[src/rtl/rv_decode_queue_pkg.sv]
// Shared types and constants for the RV32I(+M) decode queue.
// Holds opcode/funct constants, the M-extension match patterns, the mnemonic,
// operand-format and execution-unit enums, the decoded record struct and the
// immediate sign-extension helpers.
package rv_decode_queue_pkg;

  localparam int unsigned DEC_XLEN = 32;
  localparam int unsigned REG_W    = 5;

  localparam logic [31:0] HALT_INSTR = 32'h0001_0073;

  // Full R-type match mask (funct7, funct3, opcode)
  localparam logic [31:0] MASK_R   = 32'hFE00_707F;
  localparam logic [31:0] M_MUL    = 32'h0200_0033;
  localparam logic [31:0] M_MULH   = 32'h0200_1033;
  localparam logic [31:0] M_MULHSU = 32'h0200_2033;
  localparam logic [31:0] M_MULHU  = 32'h0200_3033;
  localparam logic [31:0] M_DIV    = 32'h0200_4033;
  localparam logic [31:0] M_DIVU   = 32'h0200_5033;
  localparam logic [31:0] M_REM    = 32'h0200_6033;
  localparam logic [31:0] M_REMU   = 32'h0200_7033;

  localparam logic [6:0] OPC_LUI    = 7'b0110111;
  localparam logic [6:0] OPC_AUIPC  = 7'b0010111;
  localparam logic [6:0] OPC_JAL    = 7'b1101111;
  localparam logic [6:0] OPC_JALR   = 7'b1100111;
  localparam logic [6:0] OPC_BRANCH = 7'b1100011;
  localparam logic [6:0] OPC_LOAD   = 7'b0000011;
  localparam logic [6:0] OPC_STORE  = 7'b0100011;
  localparam logic [6:0] OPC_OPIMM  = 7'b0010011;
  localparam logic [6:0] OPC_OP     = 7'b0110011;

  localparam logic [6:0] F7_BASE   = 7'b0000000;
  localparam logic [6:0] F7_ALT    = 7'b0100000;
  localparam logic [6:0] F7_MULDIV = 7'b0000001;

  // ILLEGAL is encoding 0 so an all-zero record reads as "nothing decoded"
  typedef enum logic [5:0] {
    ILLEGAL, LUI, AUIPC, JAL, JALR,
    BEQ, BNE, BLT, BGE, BLTU, BGEU,
    LB, LW, SB, SH, SW,
    ADDI, SLTI, SLTIU, XORI, ORI, ANDI, SLLI, SRLI, SRAI,
    ADD, SUB, SLL, SLT, SLTU, XOR, SRL, SRA, OR, AND,
    MUL, MULH, MULHSU, MULHU, DIV, DIVU, REM, REMU,
    HALT
  } mnemonic_t;

  typedef enum logic [2:0] {OPT_NONE, OPT_R, OPT_I, OPT_S, OPT_B, OPT_U, OPT_J} optype_t;

  typedef enum logic [2:0] {NONE, ALU, BRU, MAU, MDU} proc_unit_t;

  typedef enum logic {RUN, HALTED} run_state_t;

  typedef struct packed {
    mnemonic_t            mnem;
    optype_t              optype;
    proc_unit_t           unit;
    logic [REG_W-1:0]     rd;
    logic [REG_W-1:0]     rs1;
    logic [REG_W-1:0]     rs2;
    logic [DEC_XLEN-1:0]  imm;
    logic [DEC_XLEN-1:0]  pc;
    logic                 illegal;
    logic                 is_halt;
  } decoded_instr_t;

  function automatic logic [DEC_XLEN-1:0] sext_i(input logic [31:0] ins);
    return DEC_XLEN'($signed(ins[31:20]));
  endfunction

  function automatic logic [DEC_XLEN-1:0] sext_s(input logic [31:0] ins);
    return DEC_XLEN'($signed({ins[31:25], ins[11:7]}));
  endfunction

  function automatic logic [DEC_XLEN-1:0] sext_b(input logic [31:0] ins);
    return DEC_XLEN'($signed({ins[31], ins[7], ins[30:25], ins[11:8], 1'b0}));
  endfunction

  function automatic logic [DEC_XLEN-1:0] sext_u(input logic [31:0] ins);
    return DEC_XLEN'($signed({ins[31:12], 12'b0}));
  endfunction

  function automatic logic [DEC_XLEN-1:0] sext_j(input logic [31:0] ins);
    return DEC_XLEN'($signed({ins[31], ins[19:12], ins[20], ins[30:21], 1'b0}));
  endfunction

endpackage

[src/rtl/rv_decode_fifo.sv]
// Synchronous FIFO with flush for decoded records.
// Ports: clk, reset (async, high), flush (sync clear), push/wdata, pop/rdata,
// empty, full. rdata is the head entry, or zero while empty.
// Pushes into a full FIFO and pops from an empty one are ignored; flush wins.
module rv_decode_fifo #(
  parameter int unsigned WIDTH = 8,
  parameter int unsigned DEPTH = 4
) (
  input  logic             clk,
  input  logic             reset,
  input  logic             flush,
  input  logic             push,
  input  logic [WIDTH-1:0] wdata,
  input  logic             pop,
  output logic [WIDTH-1:0] rdata,
  output logic             empty,
  output logic             full
);

  localparam int unsigned AW = $clog2(DEPTH);
  localparam int unsigned CW = AW + 1;

  logic [WIDTH-1:0] mem [DEPTH];
  logic [AW-1:0]    wr_ptr;
  logic [AW-1:0]    rd_ptr;
  logic [CW-1:0]    count;
  logic             do_push;
  logic             do_pop;

  assign empty   = (count == '0);
  assign full    = (count == CW'(DEPTH));
  assign do_push = push && !full;
  assign do_pop  = pop && !empty;
  assign rdata   = empty ? '0 : mem[rd_ptr];

  // Pointers wrap naturally since DEPTH is a power of two
  always_ff @(posedge clk or posedge reset) begin
    if (reset) begin
      wr_ptr <= '0;
      rd_ptr <= '0;
      count  <= '0;
    end else if (flush) begin
      wr_ptr <= '0;
      rd_ptr <= '0;
      count  <= '0;
    end else begin
      if (do_push) wr_ptr <= wr_ptr + 1'b1;
      if (do_pop)  rd_ptr <= rd_ptr + 1'b1;
      count <= count + CW'(do_push) - CW'(do_pop);
    end
  end

  // Storage array
  always_ff @(posedge clk) begin
    if (do_push && !flush) mem[wr_ptr] <= wdata;
  end

endmodule

[src/rtl/rv_decode_queue.sv]
// Registered RV32I(+M) decode stage with an output queue between fetch and dispatch.
// Ports: clk, reset (async, high), flush (sync clear, leaves HALTED);
// in_valid/in_ready/in_instr/in_pc from fetch; out_valid/out_ready/out_dec to
// dispatch; halted (HALT accepted, intake stalled); instr_count (accepts since
// reset or flush, wrapping).
module rv_decode_queue
  import rv_decode_queue_pkg::*;
#(
  parameter int unsigned XLEN     = 32,
  parameter int unsigned DEPTH    = 4,
  parameter bit          ENABLE_M = 1'b0
) (
  input  logic           clk,
  input  logic           reset,
  input  logic           flush,
  input  logic           in_valid,
  output logic           in_ready,
  input  logic [31:0]    in_instr,
  input  logic [XLEN-1:0] in_pc,
  output logic           out_valid,
  input  logic           out_ready,
  output decoded_instr_t out_dec,
  output logic           halted,
  output logic [XLEN-1:0] instr_count
);

  localparam int unsigned REC_W = $bits(decoded_instr_t);

  run_state_t     state;
  decoded_instr_t dec;
  logic           accept;
  logic           empty;
  logic           full;
  logic [REC_W-1:0] head;

  // Full decode of one instruction; non-matching encodings collapse to an ILLEGAL record
  function automatic decoded_instr_t decode(input logic [31:0] ins,
                                            input logic [DEC_XLEN-1:0] pc);
    decoded_instr_t d;
    logic           ok;
    logic [2:0]     f3;
    logic [6:0]     f7;
    f3       = ins[14:12];
    f7       = ins[31:25];
    ok       = 1'b1;
    d        = '0;
    d.pc     = pc;
    d.rd     = ins[11:7];
    d.rs1    = ins[19:15];
    d.rs2    = ins[24:20];
    d.mnem   = ILLEGAL;
    d.optype = OPT_NONE;
    d.unit   = NONE;
    if (ins == HALT_INSTR) begin
      d.rd      = '0;
      d.rs1     = '0;
      d.rs2     = '0;
      d.mnem    = HALT;
      d.is_halt = 1'b1;
    end else begin
      case (ins[6:0])
        OPC_LUI:   begin d.mnem = LUI;   d.optype = OPT_U; d.unit = ALU; end
        OPC_AUIPC: begin d.mnem = AUIPC; d.optype = OPT_U; d.unit = ALU; end
        OPC_JAL:   begin d.mnem = JAL;   d.optype = OPT_J; d.unit = BRU; end
        OPC_JALR: begin
          d.mnem = JALR; d.optype = OPT_I; d.unit = BRU;
          ok = (f3 == 3'd0);
        end
        OPC_BRANCH: begin
          d.optype = OPT_B; d.unit = BRU;
          case (f3)
            3'd0:    d.mnem = BEQ;
            3'd1:    d.mnem = BNE;
            3'd4:    d.mnem = BLT;
            3'd5:    d.mnem = BGE;
            3'd6:    d.mnem = BLTU;
            3'd7:    d.mnem = BGEU;
            default: ok = 1'b0;
          endcase
        end
        OPC_LOAD: begin
          d.optype = OPT_I; d.unit = MAU;
          case (f3)
            3'd0:    d.mnem = LB;
            3'd2:    d.mnem = LW;
            default: ok = 1'b0;
          endcase
        end
        OPC_STORE: begin
          d.optype = OPT_S; d.unit = MAU;
          case (f3)
            3'd0:    d.mnem = SB;
            3'd1:    d.mnem = SH;
            3'd2:    d.mnem = SW;
            default: ok = 1'b0;
          endcase
        end
        OPC_OPIMM: begin
          d.optype = OPT_I; d.unit = ALU;
          case (f3)
            3'd0: d.mnem = ADDI;
            3'd2: d.mnem = SLTI;
            3'd3: d.mnem = SLTIU;
            3'd4: d.mnem = XORI;
            3'd6: d.mnem = ORI;
            3'd7: d.mnem = ANDI;
            3'd1: begin d.mnem = SLLI; ok = (f7 == F7_BASE); end
            default: begin
              if (f7 == F7_BASE)     d.mnem = SRLI;
              else if (f7 == F7_ALT) d.mnem = SRAI;
              else                   ok = 1'b0;
            end
          endcase
        end
        OPC_OP: begin
          d.optype = OPT_R; d.unit = ALU;
          if (f7 == F7_BASE) begin
            case (f3)
              3'd0: d.mnem = ADD;
              3'd1: d.mnem = SLL;
              3'd2: d.mnem = SLT;
              3'd3: d.mnem = SLTU;
              3'd4: d.mnem = XOR;
              3'd5: d.mnem = SRL;
              3'd6: d.mnem = OR;
              default: d.mnem = AND;
            endcase
          end else if (f7 == F7_ALT) begin
            case (f3)
              3'd0:    d.mnem = SUB;
              3'd5:    d.mnem = SRA;
              default: ok = 1'b0;
            endcase
          end else if (f7 == F7_MULDIV && ENABLE_M) begin
            d.unit = MDU;
            case (ins & MASK_R)
              M_MUL:    d.mnem = MUL;
              M_MULH:   d.mnem = MULH;
              M_MULHSU: d.mnem = MULHSU;
              M_MULHU:  d.mnem = MULHU;
              M_DIV:    d.mnem = DIV;
              M_DIVU:   d.mnem = DIVU;
              M_REM:    d.mnem = REM;
              M_REMU:   d.mnem = REMU;
              default:  ok = 1'b0;
            endcase
          end else begin
            ok = 1'b0;
          end
        end
        default: ok = 1'b0;
      endcase

      // Zero register fields the format lacks and pick the immediate
      case (d.optype)
        OPT_I: begin d.rs2 = '0; d.imm = sext_i(ins); end
        OPT_S: begin d.rd = '0;  d.imm = sext_s(ins); end
        OPT_B: begin d.rd = '0;  d.imm = sext_b(ins); end
        OPT_U: begin d.rs1 = '0; d.rs2 = '0; d.imm = sext_u(ins); end
        OPT_J: begin d.rs1 = '0; d.rs2 = '0; d.imm = sext_j(ins); end
        default: ;
      endcase

      if (!ok) begin
        d         = '0;
        d.pc      = pc;
        d.mnem    = ILLEGAL;
        d.illegal = 1'b1;
      end
    end
    return d;
  endfunction

  always_comb begin
    dec = decode(in_instr, DEC_XLEN'(in_pc));
  end

  assign in_ready  = (state == RUN) && !full;
  assign accept    = in_valid && in_ready;
  assign out_valid = !empty;
  assign out_dec   = decoded_instr_t'(head);
  assign halted    = (state == HALTED);

  rv_decode_fifo #(
    .WIDTH (REC_W),
    .DEPTH (DEPTH)
  ) u_fifo (
    .clk   (clk),
    .reset (reset),
    .flush (flush),
    .push  (accept),
    .wdata (REC_W'(dec)),
    .pop   (out_ready),
    .rdata (head),
    .empty (empty),
    .full  (full)
  );

  // Run/halt state and accepted-instruction counter; flush overrides any accept
  always_ff @(posedge clk or posedge reset) begin
    if (reset) begin
      state       <= RUN;
      instr_count <= '0;
    end else if (flush) begin
      state       <= RUN;
      instr_count <= '0;
    end else if (accept) begin
      instr_count <= instr_count + 1'b1;
      if (dec.is_halt) state <= HALTED;
    end
  end

endmodule

[config.mk]
export PLATFORM = sky130hd
export DESIGN_NAME = rv_decode_queue
export DESIGN_NICKNAME = d
export VERILOG_FILES = /design/src/rtl/rv_decode_queue_pkg.sv /design/src/rtl/rv_decode_fifo.sv /design/src/rtl/rv_decode_queue.sv
export SDC_FILE = /design/constraint.sdc
export NUM_CORES = 1
export LEC_CHECK = 0
export BUFFER_PORTS_ARGS = -buffer_cell sky130_fd_sc_hd__clkbuf_2
export CAP_MARGIN = 0
export CORE_MARGIN = 1
export CORE_UTILIZATION = 45
export DETAILED_ROUTE_END_ITERATION = 8
export GPL_TIMING_DRIVEN = 0
export PLACE_DENSITY = 0.74
export SLEW_MARGIN = 20
export SYNTH_ARGS = -nofsm -noshare
export SYNTH_HDL_FRONTEND = slang
export SYNTH_HIERARCHICAL = 1
export SYNTH_SLANG_ARGS = --single-unit
[constraint.sdc]
create_clock -name clk -period 4.6 [get_ports clk]
set_clock_uncertainty 0.1 [all_clocks]
set_input_delay 0.23 -clock clk [delete_from_list [all_inputs] [get_ports clk]]
set_output_delay 0.23 -clock clk [all_outputs]
set_load 0.03 [all_outputs]
After elaboration in Yosys (flattened, before gate mapping) --
Memory sizes are Yosys's and may differ from the RTL's. Index checks and enable logic that the tools add are counted.
Operators by class: reduce and logical (&&, ||, !) cells 25, equal/unequal tests 24, $add $sub $neg 5, bitwise operators 1, multiplexer cells 46
Operators by type and width (count):
- $mux W93 | 2
- $pmux W32 S5 | 1
- $pmux W12 S9 | 1
- $mux W65 | 1
- $mux W32 | 2
- $pmux W6 S7 | 1
- $pmux W5 S7 | 1
- $add A32 B1 Y32 const B | 1
- $eq A32 B17 Y1 const B | 1
- $eq A7 B6 Y1 const B | 4
- $mux W5 | 5
- $eq A3 B3 Y1 const B | 8
- $mux W6 | 4
- $pmux W4 S6 | 1
- $eq A7 B7 Y1 const B | 3
- $mux W1 | 15
- $mux W15 | 1
- $eq A7 B5 Y1 const B | 2
- $eq A3 B2 Y1 const B | 4
- $mux W12 | 1
- $pmux W4 S3 | 1
- $pmux W6 S2 | 1
- $reduce_or A6 Y1 | 2
- $reduce_or A3 Y1 | 3
- other kinds (18) | 35
Word-level totals: output and inout bits 128, memories 1, register bits 40, memory bits (writable) 372, word-level logic and storage cells 107, bits of input ports 69
Memory list:
- u_fifo.mem | depth 4, width 93, read ports 1, clocked after Yosys merged registers in 0, write ports 1, line rv_decode_fifo.sv:23 | logic [WIDTH-1:0] mem [DEPTH];

Depth between registers and ports, before layout --
Gate-level depths: netlist of the first run.
depth after elaboration 14, depth in mapped cells 13, gate-level depth less buffers 13

Cells and area by module --
Netlist of the first run, hierarchy kept.
By module, submodules not included:
- rv_decode_fifo | area each 14496.4 sq um, instances 1, cells an instance 639, sequential area each 11345.9 sq um
- rv_decode_queue | area each 3047.9 sq um, instances 1, cells an instance 411, sequential area each 825.8 sq um

Worst setup path before layout of the first run --
Ideal clock, no wire load.
kind reg2reg, from register u_fifo.count[2], to memory u_fifo/mem[2][0] in the netlist's numbering (enable), library setup time 0.462 ns, stages on the path, launching flop included 7, path slack 0.409 ns, path buffers 0, data required time 4.038 ns, arrival 3.629 ns, period minus slack after synthesis 4.191 ns, cell sequence dfrtp_1 nor3b_1 or3b_4 inv_6 inv_1 nor3_1 and2_1
Between the ends: word-level cells in the longest chain between the ends 8
Ends and longest elaborated chain:
- start, declared | line rv_decode_fifo.sv:26 | logic [CW-1:0] count;
- start signal, assigned | line rv_decode_fifo.sv:49 | count <= count + CW'(do_push) - CW'(do_pop);
- $eq A3 B3 Y1 | line rv_decode_fifo.sv:31 | assign full = (count == CW'(DEPTH));
- via full | line rv_decode_queue.sv:33 | logic full;
- $logic_not A1 Y1 | line rv_decode_queue.sv:178 | assign in_ready = (state == RUN) && !full;
- $logic_and A1 B1 Y1 | line rv_decode_queue.sv:178
- $logic_and A1 B1 Y1 | line rv_decode_queue.sv:179 | assign accept = in_valid && in_ready;
- via accept | line rv_decode_queue.sv:31 | logic accept;
- $logic_and A1 B1 Y1 | line rv_decode_fifo.sv:32 | assign do_push = push && !full;
- $logic_and A1 B1 Y1 | line rv_decode_fifo.sv:55 | if (do_push && !flush) mem[wr_ptr] <= wdata;
- $mux W1 | line rv_decode_fifo.sv:55
- $mux W1 (not written as such) | line rv_decode_fifo.sv:55
- end, declared | line rv_decode_fifo.sv:23
The timed path passes the listed nets, and every way through them passes these cells.

==> impl_metrics.toml, run 1 <==
[synthesis]
yosysMostFrequentCell = "edfxtp_1"
synth.top_cell.area_share_pct = 63.7
synthAdderAreaFrac_pct = 1.04
synthSimpleGateAreaFrac_pct = 10.1
synth-xor-area-share_pct = 1.65
synth_compound_area_share_pct = 3.41
ys_types = 65
seq_area_frac_synth_pct = 69.4
synth_commonest_cells = "edfxtp_1, nor2b_1, mux4_2, nor2_1, nand2_1"
synthFlopType = "edfxtp_1"
synth-seq-cells = 412
ys_warn_count = 6
muxShareOfSynthArea_pct = 12.1
postSynthCellCount = 1050
synthTopCellsByArea = "edfxtp_1, mux4_2, dfrtp_1, nor2b_1, nor2_1"
yosysTopAreaCell = "edfxtp_1"
synth_edf_count = 372
synth_area_sq_mm = 0.0175
synth_top_family_by_area = "multiplexers"
async_reset_ff_share_pct = 9.71
syn_area_per_cell_sq_um = 16.7

[drt]
wirelength_um = 39800
drc = 0
dr.pass1.iters = 5
routedWlPerCell_um = 21.2
drt_iter0_markers = 805
viasPerCell = 5.49
vias = 10300
ant_nets = 0

[power_and_ir_drop]
total_leakage_power_uw = 0.00759
ir_drop_mv = 0.232
p_per_area_mw_per_mm2 = 531

[sta]
fin_crit_sh_pct = 73.8
slew_violations = 0
hold_viol = 0
worstMarginPinSlew_ns = 0.891
fmax_mhz = 294
fin_crit_ns = 3.40
finalSetupViolCount = 0
slew_headroom_pct = 39.8
timing.final.ws_setup_ns = 1.20
rsz0062_at_grt = "false"

[placement]
dp_slack_ns = 0.712
placed_area_sq_mm = 0.0194
place_inst = 1766
post-dp-hpwl_um = 26500
io_buffers = 194
gp_congestion = 0.881

[grt]
top_usage_layer = "met2"
grt_pass1_vias = 10400
antenna_found_initial = 1
grt_usage_pct = 20.3
grt_max_degree = 48
grt_pass1_wl_um = 60000
globalRouteOverflowTotal = 0
globalRouteMet1Util_pct = 28.5
grt.met2_usage_pct = 32.2
gr-usage-met3_pct = 3.48

[cts]
clkTransAtPathRegs_ns = 0.06
cts.sinks = 412
cts_setup_buffers = 0
cts_buffer_depth = 3
cts_tree = "yes"
cts_root_buf = "clkbuf_16"
cts_made_buffers = 42
clk-insertion-delay-late_ns = 0.55
htreeDepth = 2

[setup_path]
endpoint_kind = "flop"
rrSetupSlack_ns = 1.42
r2r_cells = 13
r2r-start = "u_fifo/count[1]$_DFF_PP0_"
crit_end = "u_fifo/mem[1][67]$_DFFE_PP_"
path_cells = "clkbuf_2 > clkbuf_1 > clkbuf_1 > inv_1 > ha_1 > or3_1 > a221oi_2 > a221oi_2 > buf_6 > a211oi_2 > and2_1"
critical_path_class = "in2reg"
max_stage_delay_ns = 0.51
critPathArrivalTime_ns = 3.68
crit_start = "in_instr[14]"
crit_slowest_cell = "a221oi_2"
start_kind = "input pin"
critical_path.max_fanout = 10
required_ns = 4.88
worstReg2RegEnd = "u_fifo/count[2]$_DFF_PP0_"

[run_status]
status = "complete, no violations"

[floorplanning]
fp.dieW_um = 199
die_area_sq_mm = 0.0398
fp.coreArea_sq_mm = 0.0380
fp.dieH_um = 199
core.rowCount = 71
initial_core_util_pct = 46.1
ioPinCount = 197

[cells_and_area]
num-fill-cells = 2985
stdcell_area_sq_mm = 0.0212
fin_nets = 1421
stdcell_count = 1880
drive_gt1_share_pct = 29.7
area_growth_pct = 20.6
diodes = 0

[run]
cap_violations = 0

[hold_path]
hp-class = "in2reg"
==> power by group <==
| group | switching, uW | total, uW | internal, uW |
|---|---|---|---|
| clock | 1390 | 3450 | 2060 |
| combinational | 2230 | 3430 | 1200 |
| sequential | 64.8 | 4360 | 4300 |
==> placed cells by master, fill, tap and decap left out, types with 8 or more instances in the layout <==
master           n
inv_1           15
nand3_1         14
nand2_1         50
nor2_1          64
nor2b_1         99
nand4_1          8
and2_1          15
dfrtp_1         40
ha_1            13
dlygate4sd3_1   39
and3_1          18
buf_6           10
clkbuf_2       194
clkbuf_16       45
o21ai_0         14
buf_2           13
mux4_2          93
or3_1            9
clkbuf_1        40
clkinv_2         8
nor3_1          11
edfxtp_1       372
xnor2_1         10
xor2_1          23
a21oi_1         37
==> through the flow <==
| step | utilization, % | hold slack [ns] | TNS (ns) | power, uW |
|---|---|---|---|---|
| detailed placement | 50.9 | 0.0930 | 0 | 7890 |
| global route | 55.6 | 0.0324 | 0 | 11700 |
| global placement | 50.4 | 0.0829 | -540.85 | 7840 |
| CTS | 55.6 | 0.00481 | 0 | 11400 |
| finish | 55.6 | 0.0373 | 0 | 11200 |
| floorplan | - | -0.0666 | 0 | 6830 |
==> cell type report <==
| class | count | area (sq um) | share of cell area, % |
|---|---|---|---|
| flip-flops and latches | 412 | 12200 | 57.5 |
| clock inverters | 25 | 263 | 1.24 |
| clock buffers | 50 | 1140 | 5.41 |
| repair buffers | 241 | 1540 | 7.30 |
| inverters | 17 | 68.8 | 0.325 |
| plain buffers | 62 | 328 | 1.55 |
| multi-input cells | 562 | 5000 | 23.6 |
| well taps | 511 | 639 | 3.02 |
==> worst max-delay path: cells and delay by family <==
kind / cells / cell delay [ns]
buf+inv: 5 / 1.33
compound gates: 3 / 1.12
simple gates: 2 / 0.65
fa+ha+maj: 1 / 0.31
==> how the worst min path moves through the flow <==
stage                                   endpoint  cells past startpoint         start  slack, ns
floorplan              u_fifo/count[0]$_DFF_PP0_                      1         reset      -0.07
global placement    u_fifo/wr_ptr[1]$_DFFE_PP0P_                      2         reset       0.08
finish               u_fifo/mem[2][40]$_DFFE_PP_                      2  in_instr[26]       0.04
CTS                  u_fifo/mem[2][40]$_DFFE_PP_                      2  in_instr[26]      0.005
detailed placement  u_fifo/wr_ptr[1]$_DFFE_PP0P_                      2         reset       0.09
global route         u_fifo/mem[0][40]$_DFFE_PP_                      2  in_instr[26]       0.03
==> sequential cells by signal, summed over array words and instances (netlist names) <==
name and count:
u_fifo/mem 372, instr_count 32, u_fifo/count 3, u_fifo/wr_ptr 2, u_fifo/rd_ptr 2, halted 1
==> repair_timing <==
action                    4_1_cts  5_1_grt
hold buffers                   39        0
hold endpoints to repair      197        0
gates resized for setup         0        0
==> layer usage <==
metal  routed length [um]  vias up
met5                    0        -
met4                  959        0
met3                 2710       56
met2                19300      395
met1                16800     5257
li1                     -     4621
==> logic make-up after synthesis <==
group / Yosys count
simple gates: 325
flops: 412
other cells: 1
fa+ha+maj: 14
xor+xnor: 33
buf+inv: 79
mux: 96
compound gates: 90
(Power assumes the default switching activity.)
==> inputs of run 2 (changes only) <==
--- a/config.mk
+++ b/config.mk
@@ -5,13 +5,14 @@
 export SDC_FILE = /design/constraint.sdc
 export NUM_CORES = 1
 export LEC_CHECK = 0
+export ABC_AREA = 1
 export BUFFER_PORTS_ARGS = -buffer_cell sky130_fd_sc_hd__clkbuf_2
 export CAP_MARGIN = 0
 export CORE_MARGIN = 1
 export CORE_UTILIZATION = 45
 export DETAILED_ROUTE_END_ITERATION = 8
 export GPL_TIMING_DRIVEN = 0
-export PLACE_DENSITY = 0.74
+export PLACE_DENSITY = 0.73
 export SLEW_MARGIN = 20
 export SYNTH_ARGS = -nofsm -noshare
 export SYNTH_HDL_FRONTEND = slang
==> constraint.sdc (replaced) <==
create_clock -name clk -period 3.2 [get_ports clk]
set_clock_uncertainty 0.1 [all_clocks]
set_input_delay 0.16 -clock clk [delete_from_list [all_inputs] [get_ports clk]]
set_output_delay 0.16 -clock clk [all_outputs]
set_load 0.03 [all_outputs]
==> impl_metrics.toml, run 2 <==
[setup_path]
required_ns = 3.36
cp_top_family = "simple AND/OR/NAND/NOR gates"
crit_start = "u_fifo/count[1]$_DFF_PP0_"
endpoint_kind = "flop"
crit_slowest_cell = "nor2_4"
r2r-start = "u_fifo/count[1]$_DFF_PP0_"
path_cells = "nor2_1 > nand2_2 > inv_1 > nor2_4 > nand2_4 > inv_4 > nand3_4 > nor2_4 > buf_16 > buf_16 > buf_12"
critPathArrivalTime_ns = 3.04
max_stage_delay_ns = 0.54
critical_path.max_fanout = 22
worst-path-stages = 11
critical_path_class = "reg2reg"
r2r_cells = 11
start_kind = "flop"
crit_buf_inv = 5

[sta]
fmax_mhz = 347
slew_violations = 0
finalSetupViolCount = 0
fin_crit_ns = 2.88
hold_viol = 0
fin_crit_sh_pct = 90.0
worstMarginPinSlew_ns = 0.754
timing.final.ws_setup_ns = 0.320
rsz0062_at_grt = "false"
slew_headroom_pct = 49.8

[cells_and_area]
final_common_cell = "nand2_1"
drive_gt1_share_pct = 16.8
fin_nets = 2564
top_regs = "u_fifo/mem: 372 flops, instr_count: 32 flops, u_fifo/count: 3 flops"
num-fill-cells = 3748
area_growth_pct = 21.5
regMostFlops = "u_fifo/mem"
layout_common_cells = "nand2_1, inv_1, edfxtp_1, nand3_1, clkbuf_2"
diodes = 0
largest_reg_flops = 372

[cts]
cts_root_buf = "clkbuf_16"
cts.sinks = 412
cts_setup_buffers = 0
ctsHoldBuffers = 59
cts_resized = 0
clk-insertion-delay-late_ns = 0.56
htreeDepth = 2
cts_tree = "yes"
cts_buffer_depth = 3
clkTransAtPathRegs_ns = 0.06
cts_made_buffers = 45

[placement]
post-dp-hpwl_um = 37200
io_buffers = 193
dp_slack_ns = 0.300
gp_congestion = 0.909

[drt]
routedWlPerCell_um = 17.6
ant_nets = 0
viasPerCell = 5.12
wirelength_um = 54600
dr.pass1.iters = 7
drc = 0
vias = 15900
drt_iter0_markers = 1275

[grt]
grt_usage_pct = 24.2
grt_max_degree = 34
grt_pass1_wl_um = 83400
antenna_found_initial = 1
grt_pass1_vias = 15400
globalRouteOverflowTotal = 0

[synthesis]
yosysTopAreaCell = "edfxtp_1"
syn_area_per_cell_sq_um = 9.26
synth-seq-cells = 412
ys_types = 42
seq_area_frac_synth_pct = 60.9
synth_edf_count = 372
synth_commonest_cells = "nand2_1, inv_1, edfxtp_1, nand3_1, a21oi_1"
ys_warn_count = 6
yosysMostFrequentCell = "nand2_1"
synth.top_cell.area_share_pct = 55.9
synth_area_sq_mm = 0.0200
async_reset_ff_share_pct = 9.71
postSynthCellCount = 2159
synthFlopType = "edfxtp_1"
synthTopCellsByArea = "edfxtp_1, nand2_1, inv_1, nand3_1, dfrtp_1"

[floorplanning]
ioPinCount = 197
fp.coreArea_sq_mm = 0.0435
fp.dieW_um = 213
die_area_sq_mm = 0.0453
core.rowCount = 76
fp.dieH_um = 213
initial_core_util_pct = 46.0

[power_and_ir_drop]
finalPower_uw = 17600
p_per_area_mw_per_mm2 = 725
total_leakage_power_uw = 0.0108
ir_drop_mv = 0.473

[hold_path]
holdPathStages = 3
hp-class = "in2reg"
hold_start = "in_instr[12]"

[run]
cap_violations = 0

[run_status]
status = "complete, no violations"
run 2: cell families (layout without fill, tap and decap cells):
kind of cell	count (synthesis)	count (layout)	synth area share, %
XOR/XNOR	2	2	0.0876
buffers and inverters	551	904	11.1
flip-flops	412	412	60.9
AND/OR/NAND/NOR	1002	1002	22.1
other	1	4	0.0188
AO/OA/AOI/OAI	177	177	4.89
adder cells (fa/ha/maj)	14	14	0.914
run 2: area by class of cell:
cell class              count  area, sq um  share of cell area, %
clock inverters            32          303                   1.25
plain buffers              89          490                   2.02
clock buffers              49         1140                   4.70
well taps                 585          732                   3.01
repair buffers            272         2060                   8.49
multi-input cells        1199         5660                   23.3
inverters                 462         1740                   7.16
flip-flops and latches    412        12200                   50.1
run 2: power by group:
group / internal [uW] / leakage [uW] / total, uW / switching (uW)
Sequential: 6250 / 0.00402 / 6360 / 105
Combinational: 1630 / 0.00610 / 6160 / 4530
Clock: 2980 / 0.000690 / 5090 / 2100
run 2: final timing paths:
kind | slack [ns] | to
max | 0.32 | u_fifo/mem[3][53]$_DFFE_PP_
min | 0.14 | u_fifo/mem[0][46]$_DFFE_PP_
max reg2reg | 0.32 | u_fifo/mem[3][53]$_DFFE_PP_
min reg2reg | 0.46 | instr_count[6]$_DFFE_PP0P_
max in group asynchronous | 2.21 | u_fifo/wr_ptr[0]$_DFFE_PP0P_
min in group asynchronous | 0.18 | instr_count[0]$_DFFE_PP0P_
run 2: tightest hold or removal path, stage by stage:
cell     delay, ns
buf_2         0.17
a21oi_1       0.14
a21oi_1       0.14
run 2: layer usage:
layer | track usage (%) | vias to the layer above | wire length [um]
li1 | - | 7574 | -
met1 | 32.7 | 7483 | 22700
met2 | 39.4 | 683 | 26000
met3 | 3.28 | 122 | 4170
met4 | 9.58 | 2 | 1700
met5 | 0 | - | 22
run 2: stage by stage:
step           utilization [%]  instance area, sq um  hold WS [ns]  std cells  setup TNS [ns]
5_1_grt                   55.9                 24300         0.188       3100               0
6_report                  55.9                 24300         0.136       3100               0
3_5_place_dp              51.2                 22300        0.0490       2960               0
2_1_floorplan                -                 20100        -0.137       2162               0
4_1_cts                   55.9                 24300        0.0916       3100               0
3_3_place_gp              50.1                 21800        0.0335       2940         -412.82
